**src/rtl/cpu_pkg.sv**
```systemverilog
// Shared definitions for the PLP CPU pipeline: fetch-state encoding and
// architectural constants.
package cpu_pkg;

    typedef enum logic [1:0] {
        StFetch   = 2'd0,
        StHold    = 2'd1,
        StDiscard = 2'd2
    } if_state_t;

    localparam logic [31:0] NOP_INST          = 32'h0000_0000;
    localparam logic [31:0] RESET_VEC_DEFAULT = 32'h0000_0000;

    // Redirect target: jump wins over branch, forced to a word boundary.
    function automatic logic [31:0] redirect_target(input logic        c_j,
                                                    input logic [31:0] baddr,
                                                    input logic [31:0] jaddr);
        logic [31:0] t;
        t = c_j ? jaddr : baddr;
        return {t[31:2], 2'b00};
    endfunction

endpackage

```
**src/rtl/cpu_if.sv**
```systemverilog
// Instruction fetch stage: owns the PC, drives the instruction-memory
// request/ack port and loads the IF/ID register (p_inst, p_pc).
module cpu_if
    import cpu_pkg::*;
#(
    parameter logic [31:0] RESET_VEC = RESET_VEC_DEFAULT
) (
    input  logic        clk,
    input  logic        rst,
    input  logic        stall,
    input  logic        c_b,
    input  logic        c_j,
    input  logic [31:0] baddr,
    input  logic [31:0] jaddr,
    output logic        i_req,
    output logic [31:0] i_addr,
    input  logic        i_ack,
    input  logic [31:0] i_data,
    output logic [31:0] p_inst,
    output logic [31:0] p_pc
);

    if_state_t   state;
    logic [31:0] pc;
    logic [31:0] req_addr;
    logic [31:0] buf_inst;
    logic [31:0] buf_pc;
    logic        redir;
    logic [31:0] target;
    logic [31:0] next_addr;

    assign redir     = c_j | c_b;
    assign target    = redirect_target(c_j, baddr, jaddr);
    assign next_addr = req_addr + 32'd4;

    assign i_req  = ((state == StFetch) || (state == StDiscard)) && !rst;
    assign i_addr = req_addr;

    always_ff @(posedge clk or posedge rst) begin
        if (rst) begin
            state    <= StFetch;
            pc       <= RESET_VEC;
            req_addr <= RESET_VEC;
            buf_inst <= NOP_INST;
            buf_pc   <= 32'h0;
            p_inst   <= NOP_INST;
            p_pc     <= 32'h0;
        end else begin
            unique case (state)
                StFetch: begin
                    if (redir) begin
                        // Wrong-path fetch: bubble into ID; the delay slot already there proceeds.
                        p_inst <= NOP_INST;
                        pc     <= target;
                        if (i_ack) begin
                            req_addr <= target;
                        end else begin
                            state <= StDiscard;
                        end
                    end else if (i_ack) begin
                        pc <= next_addr;
                        if (!stall) begin
                            p_inst   <= i_data;
                            p_pc     <= req_addr;
                            req_addr <= next_addr;
                        end else begin
                            buf_inst <= i_data;
                            buf_pc   <= req_addr;
                            state    <= StHold;
                        end
                    end else if (!stall) begin
                        p_inst <= NOP_INST;
                    end
                end

                StHold: begin
                    if (redir) begin
                        p_inst   <= NOP_INST;
                        pc       <= target;
                        req_addr <= target;
                        state    <= StFetch;
                    end else if (!stall) begin
                        p_inst   <= buf_inst;
                        p_pc     <= buf_pc;
                        req_addr <= pc;
                        state    <= StFetch;
                    end
                end

                StDiscard: begin
                    if (redir) begin
                        pc <= target;
                    end
                    if (redir || !stall) begin
                        p_inst <= NOP_INST;
                    end
                    if (i_ack) begin
                        req_addr <= redir ? target : pc;
                        state    <= StFetch;
                    end
                end

                default: begin
                    state <= StFetch;
                end
            endcase
        end
    end

endmodule

```
**config.mk**
```make
export PLATFORM = sky130hd
export DESIGN_NAME = cpu_if
export DESIGN_NICKNAME = d
export VERILOG_FILES = /design/src/rtl/cpu_pkg.sv /design/src/rtl/cpu_if.sv
export SDC_FILE = /design/constraint.sdc
export NUM_CORES = 1
export LEC_CHECK = 0
export ABC_AREA = 1
export BUFFER_PORTS_ARGS = -buffer_cell sky130_fd_sc_hd__buf_2
export CELL_PAD_IN_SITES_DETAIL_PLACEMENT = 1
export CELL_PAD_IN_SITES_GLOBAL_PLACEMENT = 2
export CORE_MARGIN = 5
export CORE_UTILIZATION = 34
export DETAILED_ROUTE_END_ITERATION = 10
export PLACE_DENSITY = 0.89
export SYNTH_ARGS = -nofsm -noshare
export SYNTH_HDL_FRONTEND = slang
export SYNTH_SLANG_ARGS = --single-unit
export TNS_END_PERCENT = 5
```
**constraint.sdc**
```tcl
create_clock -name clk -period 11.9 [get_ports clk]
set_input_delay 2.38 -clock clk [delete_from_list [all_inputs] [get_ports clk]]
set_output_delay 2.38 -clock clk [all_outputs]
set_load 0.02 [all_outputs]
```
==> run metrics <==
Req. time, crit path 9.52 ns; post-synth cell types 34; std cell rows 61; Die ar. 31910 µm²; Netlist Area Pre-Place just under 10000 µm²; hold_sp buf_inst[30]; first-pass GRT wire length 51680 µm; core area 27930 µm²; Yosys warning total 0; Multi-input gate area 4239 µm²; Max Freq 193.8 MHz; final WL 32050 µm; gr ovfl total 0; run status complete, no violations; CTS Buf Count 17; post-route ant nets 0; RR Startpoint state[1]; maximum vdd drop about 110 µV; PD cells 266.6 nW/µm²; final worst path period need 5.159 ns; Via density 4.991; Synth Flop Type dfrtp_1; Critical Path AT between 2 and 3 ns; final critical-path share of the clock period 0.4335; DR iter-0 viols 687; RSZ-0062 raised after global routing false; final hold vios 0; Diodes inserted 0; CTS sink count 194; Storage cell area 4855 µm²; Slew Limit Headroom 0.2018; TritonCTS clock tree done; Die Y between 150 and 200 µm; hold depth 2; Startpoint Class input port; maxcap violations 0; Synth Instances ~1300; CTS H-tree depth 4; DP Worst Slack 6.416 ns; Post-CTS Setup Inserts 0; IO buf count 194; setup violators final 0; sum of negative setup slack 0 ns; CTS Buffer Depth 2; setup ws final roughly 6.7 ns; Hold WS between 0.4 and 0.5 ns; leak pwr approximately 0.0056 µW; CTS Hold Bufs 0; most frequent cells in the layout nand2_1 (427), dfrtp_1 (194), buf_2 (194); area grow syn2layout 19.00%; FFs w/ async S/R, synth 1.000; Final nets 1530; Seq cells post-synth ~190; number of synthesized flops with an enable pin 0; hold endpoint buf_inst[30]; Root Buffer clkbuf_16; Top Ports 199; Synthesized Nets between 1000 and 1500; DR DRC count 0; Initial Util 0.3461; sequential-to-total area share from yosys stat 0.5021; Die X 178.6 µm; filler instances 3560; worst-skew pair later-pin latency 0.43 ns; vias in the first global route 9611; share of cells above drive strength 1 0.1831; Final Max Slew Viols 0; Worst Tran Pin Value between 1 and 1.5 ns; worst hold path class register to register; Layout Skew between 0.015 and 0.02 ns; drt wl/cell 17.67 µm; routability congestion estimate 0.8774; Critical Path End Type output pin; HPWL Detailed approximately 23000 µm; largest net degree at the start of global routing 121; final core area utilization 0.4119; 1st-pass router iterations 5; initial antenna violation count 0; Crit Path Category input port to output pin; reg2reg path depth 10; CTS resizes 0; worst reg2reg path endpoint i_addr[3]; vias 9053; R2R Setup Slk around 7.6 ns; clock transition at the registers of the reported paths 0.07 ns; synthesized area per cell 7.602 µm²; most common cell after layout, fill and taps aside nand2_1; gr usage total 0.2042; crit-path max FO 2
[report_power, final]
group          switching (µW)  total, µW  internal, µW
Combinational             854       1230           378
Sequential                261       1220           962
Clock                     272        613           341
Total                    1390       3070          1680
[cell type report]
cell class / instances / area share
Tap cell: 378 / 0.04110
Sequential cell: 194 / 0.4219
Timing Repair Buffer: 205 / 0.09156
Clock inverter: 13 / 0.01501
Inverter: 70 / 0.02349
Clock buffer: 19 / 0.03850
Multi-Input combinational cell: 935 / 0.3684
[cell usage after synthesis (6+ instances only)]
cell type / instances / area share
buf_2: 21 / 0.011
inv_2: 6 / 0.0023
nand2_1: 427 / 0.17
nand3_1: 130 / 0.067
a21oi_1: 8 / 0.0041
nor3_1: 18 / 0.0093
nor2_1: 156 / 0.061
dfrtp_1: 194 / 0.50
mux2_2: 7 / 0.0082
o211ai_1: 9 / 0.0070
a31oi_1: 65 / 0.042
o21ai_1: 10 / 0.0052
inv_1: 62 / 0.024
o21ai_0: 72 / 0.037
clkbuf_1: 43 / 0.017
o31ai_1: 10 / 0.0078
[critical path, stage by stage]
cell and delay, ns:
buf_2 0.14, nor2_1 0.09, buf_2 0.17
[state kept, by name, summed over array words and instances (netlist names)]
name      count
state         2
p_pc         32
p_inst       32
buf_inst     32
pc           32
buf_pc       32
i_addr       32
[routing by layer]
| layer | GRT usage | wire [µm] | share of wire | vias to the layer above |
|---|---|---|---|---|
| li1 | - | - | - | 4469 |
| met1 | 0.2790 | 15060 | 0.47 | 4337 |
| met2 | 0.3410 | 14930 | 0.47 | 216 |
| met3 | 0.03306 | 1545 | 0.048 | 31 |
| met4 | 0.04797 | 512 | 0.016 | 0 |
| met5 | 0 | 0 | 0 | - |
[worst max-delay path by stage]
| stage | from | depth (start not counted) | endpoint | slack [ns] |
|---|---|---|---|---|
| finish | rst | 3 | i_req | 6.74 |
| global route | c_j | 7 | buf_inst[5] | 6.66 |
| detailed placement | c_j | 7 | buf_inst[5] | 6.42 |
| global placement | c_j | 7 | buf_inst[5] | 6.44 |
| floorplan | rst | 1 | buf_inst[0] | 4.24 |
| CTS | rst | 3 | i_req | 6.74 |
[through the flow]
stage,std cells,power (µW),area (µm²)
after floorplan,1272,1990,9669
after global placement,1782,2429,10890
after detailed placement,1782,2477,10890
after CTS,1814,3100,11510
after global routing,1814,3294,11510
final,1814,3068,11510
[logic make-up (layout without fill, tap and decap cells)]
kind of cell | count (synthesis) | in the layout | synth area share
adder cells (fa/ha/maj) | 5 | 5 | 0.006470
AND/OR/NAND/NOR | 742 | 742 | 0.3125
multiplexers | 7 | 7 | 0.008153
buffers and inverters | 143 | 307 | 0.06056
flip-flops | 194 | 194 | 0.5021
AO/OA/AOI/OAI | 181 | 181 | 0.1102
Note: power is estimated with default switching activity, not from simulation.
